`src/rtl/fp8_pkg.sv`:
```
// Shared widths, FSM state type and helpers for the mini-float sequential adder.
package fp8_pkg;

  localparam int unsigned EXP_W   = 3;
  localparam int unsigned FRAC_W  = 4;
  localparam int unsigned GUARD_W = 2;
  localparam int unsigned MANT_W  = FRAC_W + 1 + GUARD_W;
  localparam int unsigned SUM_W   = MANT_W + 1;
  localparam int unsigned SHIFT_W = $clog2(MANT_W + 1);

  localparam logic [EXP_W-1:0] EXP_MAX = '1;

  typedef enum logic [2:0] {
    IDLE,
    ALIGN,
    SHIFT,
    ADD,
    NORM,
    DONE
  } state_t;

  // Past MANT_W positions the aligned operand is already all zero.
  function automatic logic [SHIFT_W-1:0] clamp_shift(input logic [EXP_W-1:0] diff);
    if (int'(diff) >= int'(MANT_W)) begin
      return SHIFT_W'(MANT_W);
    end
    return SHIFT_W'(diff);
  endfunction

endpackage

```
`src/rtl/fp_norm_round.sv`:
```
// Combinational normalize / saturate stage for the 8-bit mantissa sum.
// Round-to-nearest-even is compiled only when FP_ADD_ROUND_EN is defined; otherwise truncates.
module fp_norm_round
  import fp8_pkg::*;
(
  input  logic [SUM_W-1:0]  sum,
  input  logic [EXP_W-1:0]  exp_big,
  output logic [EXP_W-1:0]  res_exp,
  output logic [FRAC_W-1:0] res_fract,
  output logic              res_ovf
);

  logic [MANT_W-1:0] mant;
  logic [EXP_W:0]    exp_ext;
  logic [EXP_W:0]    exp_fin;
  logic [FRAC_W-1:0] fract;
  logic              lost_bit;
  logic              unused_bits;
`ifdef FP_ADD_ROUND_EN
  logic              round_up;
  logic [FRAC_W:0]   fract_inc;
`endif

  always_comb begin
    if (sum[SUM_W-1]) begin
      mant     = sum[SUM_W-1:1];
      exp_ext  = {1'b0, exp_big} + (EXP_W + 1)'(1);
      lost_bit = sum[0];
    end else begin
      mant     = sum[MANT_W-1:0];
      exp_ext  = {1'b0, exp_big};
      lost_bit = 1'b0;
    end
  end

`ifdef FP_ADD_ROUND_EN
  always_comb begin
    // Guard MSB is the half bit; lower guard bits and the carry-shifted bit break ties.
    round_up  = mant[GUARD_W-1] &
                ((|mant[GUARD_W-2:0]) | lost_bit | mant[GUARD_W]);
    fract_inc = {1'b0, mant[MANT_W-2 -: FRAC_W]} + (FRAC_W + 1)'(round_up);
    fract     = fract_inc[FRAC_W-1:0];
    exp_fin   = exp_ext + (EXP_W + 1)'(fract_inc[FRAC_W]);
    unused_bits = mant[MANT_W-1];
  end
`else
  always_comb begin
    fract       = mant[MANT_W-2 -: FRAC_W];
    exp_fin     = exp_ext;
    unused_bits = ^{mant[MANT_W-1], mant[GUARD_W-1:0], lost_bit};
  end
`endif

  always_comb begin
    if (exp_fin[EXP_W]) begin
      res_exp   = EXP_MAX;
      res_fract = '1;
      res_ovf   = 1'b1;
    end else begin
      res_exp   = exp_fin[EXP_W-1:0];
      res_fract = fract;
      res_ovf   = 1'b0;
    end
  end

endmodule

```
`src/rtl/fp_add_seq.sv`:
```
// Multi-cycle mini-float adder: handshake in, align one bit per cycle, add, normalize, handshake out.
// Rounding mode is selected in fp_norm_round by the FP_ADD_ROUND_EN macro.
module fp_add_seq
  import fp8_pkg::*;
(
  input  logic              clk,
  input  logic              reset,
  input  logic              in_valid,
  output logic              in_ready,
  input  logic [EXP_W-1:0]  expA,
  input  logic [FRAC_W-1:0] fractA,
  input  logic [EXP_W-1:0]  expB,
  input  logic [FRAC_W-1:0] fractB,
  output logic              out_valid,
  input  logic              out_ready,
  output logic [EXP_W-1:0]  result_exp,
  output logic [FRAC_W-1:0] result_fract,
  output logic              overflow,
  output logic              busy
);

  state_t state, state_next;

  logic [EXP_W-1:0]   exp_a, exp_b, big_exp;
  logic [FRAC_W-1:0]  fract_a, fract_b;
  logic [MANT_W-1:0]  big_mant, small_mant;
  logic [SHIFT_W-1:0] shift_cnt, align_shift;
  logic [SUM_W-1:0]   sum;

  logic               a_big;
  logic [EXP_W-1:0]   exp_diff;

  logic [EXP_W-1:0]   norm_exp;
  logic [FRAC_W-1:0]  norm_fract;
  logic               norm_ovf;

  // A wins ties so the choice of larger operand is deterministic.
  always_comb begin
    a_big       = exp_a >= exp_b;
    exp_diff    = a_big ? (exp_a - exp_b) : (exp_b - exp_a);
    align_shift = clamp_shift(exp_diff);
  end

  always_ff @(posedge clk) begin
    if (reset) begin
      state <= IDLE;
    end else begin
      state <= state_next;
    end
  end

  always_comb begin
    state_next = state;
    in_ready   = 1'b0;
    out_valid  = 1'b0;
    busy       = 1'b1;
    unique case (state)
      IDLE: begin
        in_ready = 1'b1;
        busy     = 1'b0;
        if (in_valid) begin
          state_next = ALIGN;
        end
      end
      ALIGN: begin
        state_next = (align_shift != '0) ? SHIFT : ADD;
      end
      SHIFT: begin
        if (shift_cnt == SHIFT_W'(1)) begin
          state_next = ADD;
        end
      end
      ADD: begin
        state_next = NORM;
      end
      NORM: begin
        state_next = DONE;
      end
      DONE: begin
        out_valid = 1'b1;
        if (out_ready) begin
          state_next = IDLE;
        end
      end
      default: begin
        state_next = IDLE;
      end
    endcase
  end

  always_ff @(posedge clk) begin
    if (reset) begin
      exp_a        <= '0;
      exp_b        <= '0;
      fract_a      <= '0;
      fract_b      <= '0;
      big_exp      <= '0;
      big_mant     <= '0;
      small_mant   <= '0;
      shift_cnt    <= '0;
      sum          <= '0;
      result_exp   <= '0;
      result_fract <= '0;
      overflow     <= 1'b0;
    end else begin
      unique case (state)
        IDLE: begin
          if (in_valid) begin
            exp_a   <= expA;
            exp_b   <= expB;
            fract_a <= fractA;
            fract_b <= fractB;
          end
        end
        ALIGN: begin
          shift_cnt <= align_shift;
          if (a_big) begin
            big_exp    <= exp_a;
            big_mant   <= {1'b1, fract_a, {GUARD_W{1'b0}}};
            small_mant <= {1'b1, fract_b, {GUARD_W{1'b0}}};
          end else begin
            big_exp    <= exp_b;
            big_mant   <= {1'b1, fract_b, {GUARD_W{1'b0}}};
            small_mant <= {1'b1, fract_a, {GUARD_W{1'b0}}};
          end
        end
        SHIFT: begin
          small_mant <= small_mant >> 1;
          shift_cnt  <= shift_cnt - SHIFT_W'(1);
        end
        ADD: begin
          sum <= {1'b0, big_mant} + {1'b0, small_mant};
        end
        NORM: begin
          result_exp   <= norm_exp;
          result_fract <= norm_fract;
          overflow     <= norm_ovf;
        end
        default: begin
        end
      endcase
    end
  end

  fp_norm_round u_norm (
    .sum       (sum),
    .exp_big   (big_exp),
    .res_exp   (norm_exp),
    .res_fract (norm_fract),
    .res_ovf   (norm_ovf)
  );

endmodule

```
`config.mk`:
```
export PLATFORM = sky130hd
export DESIGN_NAME = fp_add_seq
export DESIGN_NICKNAME = d
export VERILOG_FILES = /design/src/rtl/fp8_pkg.sv /design/src/rtl/fp_norm_round.sv /design/src/rtl/fp_add_seq.sv
export SDC_FILE = /design/constraint.sdc
export NUM_CORES = 1
export LEC_CHECK = 0
export CAP_MARGIN = 20
export CORE_MARGIN = 3
export CORE_UTILIZATION = 60
export CTS_BUF_LIST = sky130_fd_sc_hd__clkbuf_8
export CTS_CLUSTER_DIAMETER = 150
export CTS_CLUSTER_SIZE = 10
export DETAILED_ROUTE_END_ITERATION = 7
export GPL_TIMING_DRIVEN = 0
export PLACE_DENSITY = 0.89
export RECOVER_POWER = 100
export SLEW_MARGIN = 20
export SYNTH_ARGS = -nofsm -noshare
export SYNTH_HDL_FRONTEND = slang
export SYNTH_SLANG_ARGS = --single-unit
export TNS_END_PERCENT = 50
```
`constraint.sdc`:
```
create_clock -name clk -period 2.8 [get_ports clk]
set_input_delay 0.28 -clock clk [delete_from_list [all_inputs] [get_ports clk]]
set_output_delay 0.28 -clock clk [all_outputs]
set_load 0.01 [all_outputs]
```
# [After elaboration in Yosys (flattened, before gate mapping)]
# Index checks and enable logic that the tools add are counted.
# Widths: inputs -> output; s select.
[word_totals] mem_bits_ro=0 reg_bits=53 latch_bits=0 ram_bits=0 output_inout_bits=11 word_cells=56 n_memories=0
[op_classes] n_shift=0 n_div=0 n_addsub=5 n_eq_ne=9 bitwise_logic=0 mul=0 n_mux=22 magnitude_cmp=2 reduce_logical=5
[ops] cell="$mux 3" n=8
[ops] cell="$mux 6" n=3
[ops] cell="$pmux 3 s6" n=1
[ops] cell="$pmux 7 s2" n=1
[ops] cell="$add 7x7->8" n=1
[ops] cell="$mux 4" n=2
[ops] cell="$eq 3x1->1 const B" n=2
[ops] cell="$eq 3x2->1 const B" n=2
[ops] cell="$eq 3x3->1 const B" n=2
[ops] cell="$mux 1" n=6
[ops] cell="$ne 2x2->1 const B" n=3
[ops] cell="$pmux 3 s2" n=1
[ops] cell="$sub 3x3->3" n=2
[ops] cell="$add 3x1->4 const B" n=1
[ops] cell="$ge 3x3->1" n=1
[ops] cell="$ge 3x3->1 const B" n=1
[ops] cell="$logic_not 3->1" n=1
[ops] cell="$reduce_and 3->1" n=1
[ops] cell="$reduce_bool 3->1" n=1
[ops] cell="$sub 3x1->3 const B" n=1
[ops] cell="$reduce_and 2->1" n=1
[ops] cell="$reduce_bool 2->1" n=1

# [Depth between registers and ports, before layout]
# Gate-level depths: netlist of run 1.
[depth] word_depth=8 ltp_mapped=9 ltp_nobuf=8

# [By module]
# Synthesis of run 1 repeated with hierarchy kept, for this count alone.
[hier_totals] hier_cells=325 area_unflattened_um2=2743.9
[modules_own_cells] mod="fp_add_seq" seq_area_each_um2=1021.0 cells_each=297 instances=1 area_each_um2=2603.7
[modules_own_cells] mod="fp_norm_round" seq_area_each_um2=0.0 cells_each=28 instances=1 area_each_um2=140.1

# [Worst setup path after synthesis of run 1]
# OpenSTA, ideal clock, no wires.
[synth_timing] kind="register to register" startpoint="register exp_a[1]" endpoint="register shift_cnt[2]" path_stages_with_launch=7 setup_time_ps=74 setup_slack_ps=939 arrival_time_ps=1786 cell_sequence="dfxtp_1 inv_1 fa_1 or4b_1 a21oi_1 o31ai_1 a31oi_1"
[synth_between] elab_chain_len=6 word_cells_on_any_way=8 classes_between="add/sub (2); order compare (2); mux (4)"
[synth_lines] element="start, declared" line_no="fp_add_seq.sv:24" source="logic [EXP_W-1:0] exp_a, exp_b, big_exp;"
[synth_lines] element="start signal, assigned" line_no="fp_add_seq.sv:109" source="exp_a <= expA;"
[synth_lines] element="$sub 3x3->3 / $ge 3x3->1 (equally long branches)" line_no="fp_add_seq.sv:40, fp_add_seq.sv:39"
[synth_lines] element="$mux 3 *" line_no="fp_add_seq.sv:40" source="exp_diff = a_big ? (exp_a - exp_b) : (exp_b - exp_a);"
[synth_lines] element="$ge 3x3->1" line_no="fp8_pkg.sv:24" source="if (int'(diff) >= int'(MANT_W)) begin"
[synth_lines] element="$mux 1" line_no="fp8_pkg.sv:24"
[synth_lines] element="$mux 3 *" line_no="fp8_pkg.sv:27" source="return SHIFT_W'(diff);"
[synth_lines] element="$pmux 3 s2 *" line_no="fp_add_seq.sv:106" source="unique case (state)"
[synth_lines] element="end signal, assigned" line_no="fp_add_seq.sv:116" source="shift_cnt <= align_shift;"
[synth_lines] element="end signal, assigned" line_no="fp_add_seq.sv:129" source="shift_cnt <= shift_cnt - SHIFT_W'(1);"
[synth_lines] element="end, declared" line_no="fp_add_seq.sv:27" source="logic [SHIFT_W-1:0] shift_cnt, align_shift;"
# Mark *: on every way between the ends. The rest lies on a longest branch, timed or not.
# A chain may end at the register's enable or synchronous reset.

# [Worst setup path in the final report of run 1]
[layout_timing] startpoint="register state[1]" endpoint="register result_fract[0]"
[layout_between] elab_chain_len=1
[layout_lines] element="start, declared" line_no="fp_add_seq.sv:22" source="state_t state, state_next;"
[layout_lines] element="start signal, assigned" line_no="fp_add_seq.sv:48" source="state <= state_next;"
[layout_lines] element="$eq 3x3->1" line_no="fp_add_seq.sv:106"
[layout_lines] element="end signal, assigned" line_no="fp_add_seq.sv:136" source="result_fract <= norm_fract;"
[layout_lines] element="end, declared" line_no="fp_add_seq.sv:17" source="output logic [FRAC_W-1:0] result_fract,"
# Every way passes these cells.

==> flow_summary.ini, run 1 <==
[status]
status = finished, final reports clean

[worst_setup_path]
cpPeakStageDelay_ps = 980
worst-path-max-fanout = 10
start_kind = register
crit_chain = clkbuf_1 > nor3b_1 > inv_2 > a41oi_4 > a211oi_1
critPathSlowestCell = nor3b_1
worstPathArrival_ps = 2360
worstSetupPathType = reg -> reg
endpoint_kind = register
required_ps = 2960

[synth]
synthTopCellsByArea = dfxtp_1 (38%), mux2i_1 (8.0%), ha_1 (6.5%)
ys.flop_type = dfxtp_1
syn_avg_cell_area_um2 = 9.058
synth_top_cell_by_area = dfxtp_1
synth_edf_count = 0
synth_seq_cells = 47
syn_area_mm2 = 0.002500
yosysWarnings = 0
syn_inst = 276
synth_top_area_share_pct = 37.64
async_flop_share_pct = 0
synthesis.nets = 310
seq_area_frac_synth_pct = 37.64
ys_types = 46

[cells_and_area]
layout-drive-gt1-share_pct = 5.466
multi_input_area_mm2 = 0.001341
fin_util_pct = 74.59
antenna_cells = 0
fin_nets = 344
final_common_cell = dfxtp_1
finalInstanceArea_mm2 = 0.002854
syn_to_final_growth_pct = 14.16
mostFrequentLayoutCells = dfxtp_1 (47), nor2_1 (32), nand2_1 (32)
seqCellArea_um2 = 940.9
fillers = 303

[grt]
grt.met3_usage_pct = 4.688
met1_usage_pct = 25.07
grt_use_met2_pct = 38.25
grt_busiest_layer = met2
grt_max_degree = 14
grt_util_all_layers_pct = 21.60
grt_pass1_vias = 2000
grt_pass1_wl_um = 8721
grt_overflow_total = 0
antenna_found_initial = 0

[timing]
clock.fmax_mhz = 454.7
worst_pin_slew_ps = 1152
slew_viol_final = 0
setup_viol = 0
timing.final.crit_share_pct = 78.54
setup_tns_ps = 0
grt_setup_unrepaired = no
fin_skew_ps = 5.911
hold_violations = 0
fin_crit_ps = 2199
worst_slack_ps = 600.9
relSlewSlack_pct = 23.05

[die]
die-area_mm2 = 0.004977
core_mm2 = 0.003826
rows = 22
io_pins = 29
start_util_pct = 65.34
die_h_um = 70.55
die_w_um = 70.55

[clock_network]
clock_latency_ps = 300
cts_max_level = 2
cts_hold_buf = 0
cts-root-buf = clkbuf_8
cts_sinks = 47
cts_tree = yes
cts_made_buffers = 5
post_cts_buffers = 0
cts_buffer_depth = 2
path_clk_slew_ps = 80
cts_resized = 0

[drt]
dr.first_iter.drc_count = 106
vias_per_cell = 5.669
firstDrtPassIters = 4
final_antenna_net_count = 0
wl_per_cell_um = 14.32
routed_wl_um = 5140
drc_errors = 0
vias = 2035

[place]
port_buffers = 27
hpwl_um = 3847
placed_cell_area_mm2 = 0.002830
gp_congestion = 0.8234
preCtsSetupSlack_ps = 718.4

[power]
p_per_area_mw_per_mm2 = 884.3
peakVddDrop_uv = 623.6
power.total_mw = 2.524
leakagePower_nw = 1.127

[job]
drv_cap = 0

[worst_hold_path]
min_path_type = in -> reg
-- power breakdown --
| group | switching (mW) | internal (mW) | leakage (nW) | total [mW] |
|---|---|---|---|---|
| sequential | 0.125 | 0.820 | 0.383 | 0.944 |
| combinational | 0.655 | 0.540 | 0.694 | 1.20 |
| clock | 0.216 | 0.168 | 0.0505 | 0.385 |
-- routing by layer --
metal	vias to the layer above	part of all wire, %
li1	1030	-
met1	939	44
met2	55	49
met3	11	4.3
met4	0	2.8
met5	-	0
-- synth_stat cells, types with 2 or more instances --
cell type / instances
o21ai_0: 4
a21o_1: 2
mux2i_1: 20
a221oi_1: 2
dfxtp_1: 47
fa_1: 3
a22oi_1: 4
nand2_1: 32
inv_1: 15
nor2b_1: 3
nand3b_1: 7
nor3_1: 4
nor2_1: 32
ha_1: 13
buf_6: 2
buf_4: 6
o22ai_1: 6
clkbuf_1: 7
a21oi_1: 21
xor2_1: 3
a211oi_1: 16
xnor2_1: 2
nor3b_2: 2
-- flip-flops by register name (all words and copies together) (netlist names) --
name          count
shift_cnt         3
exp_a             3
fract_a           4
fract_b           4
small_mant        5
big_mant          5
sum               6
overflow          1
result_fract      4
state             3
big_exp           3
exp_b             3
result_exp        3
-- final timing paths --
| kind | startpoint | end | slack (ps) | depth (start not counted) |
|---|---|---|---|---|
| max reg2reg | state[1] | result_fract[0] | 600 | 5 |
| max | state[1] | result_fract[0] | 600 | 5 |
| min reg2reg | fract_a[1] | fract_a[1] | 480 | 2 |
| min | reset | sum[6] | 410 | 3 |
-- cell type report --
type / count / share of cell area (%)
Multi-Input combinational cell: 195 / 47.00
Sequential cell: 47 / 32.97
Timing Repair Buffer: 27 / 9.470
Buffer: 18 / 3.507
Clock buffer: 5 / 2.411
Inverter: 16 / 2.104
Tap cell: 48 / 2.104
Clock inverter: 3 / 0.4384
-- worst max-delay path, delay by kind of cell (launching register included) --
family                 cells  cell delay, ps
AND/OR/NAND/NOR            1             980
buffers and inverters      2             290
AO/OA/AOI/OAI              2             490
flip-flops                 1             300
-- logic make-up (layout without fill, tap and decap cells) --
family	after synthesis	count (layout)	share of synthesized area, %
and+or+nand+nor	90	90	18.57
AOI/OAI and AO/OA	64	64	17.77
DFF	47	47	37.64
buffers and inverters	34	69	7.357
muxes	20	20	8.008
adders and majority gates	16	16	8.909
xor gates and xnor gates	5	5	1.752
-- through the flow --
stage | instances | hold slack (ps)
after floorplan | 276 | 416.0
after global placement | 351 | 455.8
after detailed placement | 351 | 462.8
after CTS | 359 | 414.5
after global routing | 359 | 450.8
final | 359 | 414.3
No activity file was read; power rests on OpenSTA's default activity.
==> run 2: changes to the inputs <==
CORE_UTILIZATION = 52   (was 60)
PLACE_DENSITY = 0.82   (was 0.89)
clock period = 1.8 ns   (was 2.8 ns; I/O delays follow)
==> run 2 against run 1 <==
Against the previous run: the run now ends with negative setup slack left; global-route usage decreased by 1.3 points; worst setup slack lost 600 ps; sequential share of layout area fell by 1.8 points; flip-flop and latch count unchanged; worst hold slack got worse by 24 ps; final area rose by 7.3%; largest cell class unchanged; critical path depth increased by 3; utilization fell by 6.6 points; non-clock buffer count increased by 6.
==> flow_summary.ini, run 2 (synthesis gave the netlist of run 1 again) <==
[status]
status = complete, but fails checks
violations = negative setup slack

[power]
power.total_mw = 4.256
p_per_area_mw_per_mm2 = 1389
leakagePower_nw = 1.204
peakVddDrop_uv = 756.5

[drt]
vias_per_cell = 5.542
routed_wl_um = 5173
dr.first_iter.drc_count = 100
vias = 2034
drc_errors = 0
wl_per_cell_um = 14.10
firstDrtPassIters = 4
final_antenna_net_count = 0

[timing]
holdWs_ps = 390.0
grt_setup_unrepaired = yes
worst_slack_ps = -3.701
hold_violations = 0
fin_crit_ps = 1804
slew_viol_final = 0
worst_pin_slew_ps = 590.6
relSlewSlack_pct = 60.63
clock.fmax_mhz = 554.4
fin_skew_ps = 3.572
setup_tns_ps = -3.701
setup_viol = 1
timing.final.crit_share_pct = 100.2

[cells_and_area]
antenna_cells = 0
fillers = 377
syn_to_final_growth_pct = 22.52
mostFrequentLayoutCells = dfxtp_1 (41), nor2_1 (32), nand2_1 (32)
multi_input_area_mm2 = 0.001460
seqCellArea_um2 = 955.9
regMostFlops = sum
fin_util_pct = 68.00
final_common_cell = dfxtp_1
fin_nets = 350
layout-drive-gt1-share_pct = 16.51
largest_register_ffs = 6
reg.largest.list = sum: 6 flops, big_mant: 5 flops, small_mant: 5 flops

[job]
drv_cap = 0

[clock_network]
cts_hold_buf = 0
cts-root-buf = clkbuf_8
cts_made_buffers = 5
cts_max_level = 2
cts_buffer_depth = 2
path_clk_slew_ps = 80
clock_latency_ps = 290
cts_tree = yes
cts_sinks = 47

[worst_setup_path]
r2r_cells = 8
worst-path-max-fanout = 2
required_ps = 2020
worstSetupPathType = reg -> reg
reg2reg_to = shift_cnt[2]
startpoint = exp_b[0]
reg2reg_setup_slack_ps = -4
endpoint_kind = register
crit_path_end = shift_cnt[2]
r2r-start = exp_b[0]
worstPathArrival_ps = 2020
start_kind = register

[place]
port_buffers = 27
hpwl_um = 3796
gp_congestion = 0.7455
preCtsSetupSlack_ps = -208.0

[grt]
grt_max_degree = 13
grt_overflow_total = 0
grt_pass1_vias = 2040
grt_pass1_wl_um = 8852
antenna_found_initial = 0
grt_util_all_layers_pct = 20.27

[die]
io_pins = 29
rows = 24
die-area_mm2 = 0.005675
die_w_um = 75.34
die_h_um = 75.34
core_mm2 = 0.004504
start_util_pct = 55.50

[worst_hold_path]
min_path_type = in -> reg
==> run 2: where the power goes <==
group          internal [mW]  switching (mW)  leakage, nW
Sequential              1.28           0.186        0.386
Combinational           1.09            1.13        0.776
Clock                  0.253           0.310       0.0413
Total                   2.63            1.63         1.20
==> run 2: cell type report <==
class / instances / share of cell area [%]
multi-input cells: 195 / 47.67
flip-flops and latches: 47 / 31.21
repair buffers: 35 / 11.40
plain buffers: 16 / 3.186
clock buffers: 5 / 2.247
well taps: 52 / 2.124
inverters: 16 / 2.042
clock inverters: 1 / 0.1225
==> run 2: what timing repair did <==
item                                    in CTS  in global routing
resized for setup                           12                 17
pin swaps                                    7                  8
gates cloned                                 0                  1
setup buffers                                5                  2
endpoints found under the setup margin      14                 12
endpoints found under the hold margin        0                  0
==> run 2: metrics by stage <==
stage | cells | instance area [um2]
detailed placement | 355 | 2839
global placement | 355 | 2839
CTS | 365 | 2969
global route | 367 | 3063
floorplan | 276 | 2504
finish | 367 | 3063
==> run 2: worst min-delay path by stage <==
stage                     startpoint          to  slack [ps]  cells past startpoint
after floorplan              expA[1]    exp_a[1]         310                      2
after global placement    fract_b[3]  fract_b[3]         460                      2
after detailed placement  fract_b[0]  fract_b[0]         460                      2
after CTS                      reset      sum[6]         380                      3
after global routing           reset      sum[6]         410                      3
final                          reset      sum[6]         390                      3
==> run 2: per-layer routing <==
layer  track usage, %  share of wire [%]  vias up
met2            37.87                 52       43
met4            6.214               0.99        0
met5                0                  0        -
met1            22.83                 43      948
li1                 -                  -     1038
met3            4.354                4.3        5
==> run 2: critical path, cell delays in order (launching register included) <==
cell and delay, ps:
dfxtp_4 360, inv_4 50, ha_4 110, inv_2 30, fa_2 340, or4b_4 490
a21oi_2 110, o31ai_1 80, a31oi_1 170
==> run 3: changes to the inputs <==
CORE_UTILIZATION = 60   (was 52)
GPL_TIMING_DRIVEN = unset   (was 0)
HOLD_SLACK_MARGIN = 0.12   (was unset)
PLACE_DENSITY = 0.89   (was 0.82)
clock period = 2.1 ns   (was 1.8 ns; I/O delays follow)
==> run 3 against run 2 <==
Against the previous run: the flow now finishes without violations; global-route usage decreased by 0.29 points; maximum frequency fell by 7.8%; worst hold slack better by 51 ps; register-to-register slack gained 150 ps; worst setup slack gained 150 ps; sequential share of layout area increased by 2.2 points; sequential power is 11% lower; critical path depth stayed put; utilization is 5.7 points higher.
==> flow_summary.ini, run 3 (synthesis gave the netlist of run 1 again) <==
[die]
io_pins = 29
die_h_um = 70.55
start_util_pct = 65.34
die_w_um = 70.55
core_mm2 = 0.003826
die-area_mm2 = 0.004977
rows = 22

[cells_and_area]
multi_input_area_mm2 = 0.001343
final_common_cell = dfxtp_1
mostFrequentLayoutCells = dfxtp_1 (46), nor2_1 (32), nand2_1 (32)
finalInstanceArea_mm2 = 0.002820
final_cells = 349
reg.largest.list = sum: 6 flops, big_mant: 5 flops, small_mant: 5 flops
layout-drive-gt1-share_pct = 8.306
regMostFlops = sum
antenna_cells = 0
fin_nets = 334
syn_to_final_growth_pct = 12.81
largest_register_ffs = 6
seqCellArea_um2 = 942.2
fin_util_pct = 73.71
fillers = 306

[timing]
fin_skew_ps = 5.929
timing.final.crit_share_pct = 93.16
worst_pin_slew_ps = 678.5
slew_viol_final = 0
relSlewSlack_pct = 54.17
grt_setup_unrepaired = no
hold_violations = 0
setup_viol = 0
fin_crit_ps = 1956
setup_tns_ps = 0
clock.fmax_mhz = 511.2

[clock_network]
cts_sinks = 47
post_cts_buffers = 0
clock_latency_ps = 300
cts_max_level = 2
cts-root-buf = clkbuf_8
cts_buffer_depth = 2
cts_resized = 0
cts_hold_buf = 0
cts_tree = yes
cts_made_buffers = 5
path_clk_slew_ps = 90

[power]
internal_power_mw = 2.000
pwr-share-comb_pct = 43.8
p_sw_mw = 1.312
p_per_area_mw_per_mm2 = 1174
pwr-share-clk_pct = 16.5
swShare_pct = 39.61
leakagePower_nw = 1.112
peakVddDrop_uv = 702.5
p_seq_share_pct = 39.7
power.total_mw = 3.312

[grt]
antenna_found_initial = 0
grt_util_all_layers_pct = 19.98
grt_pass1_wl_um = 8114
grt_pass1_vias = 1837
grt_overflow_total = 0
grt_max_degree = 37

[worst_setup_path]
worstPathArrival_ps = 2190
r2r-start = exp_b[0]
worstSetupPathType = reg -> reg
start_kind = register
startpoint = exp_b[0]
required_ps = 2340
endpoint_kind = register
worst-path-max-fanout = 4

[drt]
vias = 1961
wl_per_cell_um = 13.70
routed_wl_um = 4780
vias_per_cell = 5.619
firstDrtPassIters = 4
wl_met1_um = 2218
wl_met2_um = 2299
final_antenna_net_count = 0
drc_errors = 0
routed.top_layer = met4
wl_met3_um = 196
dr.first_iter.drc_count = 94

[status]
status = finished, final reports clean

[place]
dpl.cell_count = 341
port_buffers = 28
gp_congestion = 0.8072
placed_cell_area_mm2 = 0.002769
hpwl_um = 3519

[worst_hold_path]
min_path_type = in -> reg
holdCritStartpoint = fractA[3]

[job]
drv_cap = 0
-- run 3: changes by cell type in the layout (fill, tap and decap cells not counted), moves of 3 or more --
| cell | delta |
|---|---|
| dlygate4sd3_1 | +3 |
| buf_4 | -7 |
| a211oi_2 | -3 |
| dfxtp_1 | +5 |
| clkbuf_1 | -7 |
| a211oi_1 | +3 |
| mux2i_1 | +3 |
| dfxtp_4 | -3 |
-- run 3: final cells by class --
type                    count  share of cell area [%]
clock buffers               5                   2.440
clock inverters             3                  0.7099
inverters                  16                   2.130
multi-input cells         195                   47.60
flip-flops and latches     47                   33.41
well taps                  48                   2.130
repair buffers             35                   11.58
-- run 3: worst paths after layout --
| kind | cells after the start | endpoint | slack (ps) |
|---|---|---|---|
| hold / removal | 3 | fract_a[3] | 440 |
| setup reg to reg | 8 | shift_cnt[2] | 140 |
| hold reg to reg | 2 | fract_b[1] | 480 |
| setup / recovery | 8 | shift_cnt[2] | 140 |
-- run 3: worst max-delay path: stages (launching register included) --
cell and delay, ps:
dfxtp_1 340, inv_1 60, ha_1 130, inv_1 60, fa_2 370, or4b_1 520
a21oi_1 130, o31ai_1 100, a31oi_1 170
-- run 3: power groups by stage --
stage               sequential [mW]  clock, mW  combinational [mW]
finish                         1.31      0.547                1.45
global route                   1.35      0.581                1.62
CTS                            1.34      0.557                1.50
detailed placement             1.35          0                1.49
global placement               1.35          0                1.42
floorplan                      1.24          0                1.31
-- run 3: layer usage --
metal	global-route usage, %	vias up
li1	-	1008
met1	24.44	902
met2	34.62	44
met3	3.835	7
met4	7.933	0
met5	0	-
-- run 3: through the flow --
stage | hold slack (ps) | worst slack (ps)
after global placement | 457.4 | 135.4
after detailed placement | 462.0 | 66.20
after floorplan | 346.0 | 239.5
after global routing | 456.9 | 20.28
final | 441.5 | 143.7
after CTS | 433.7 | 49.36
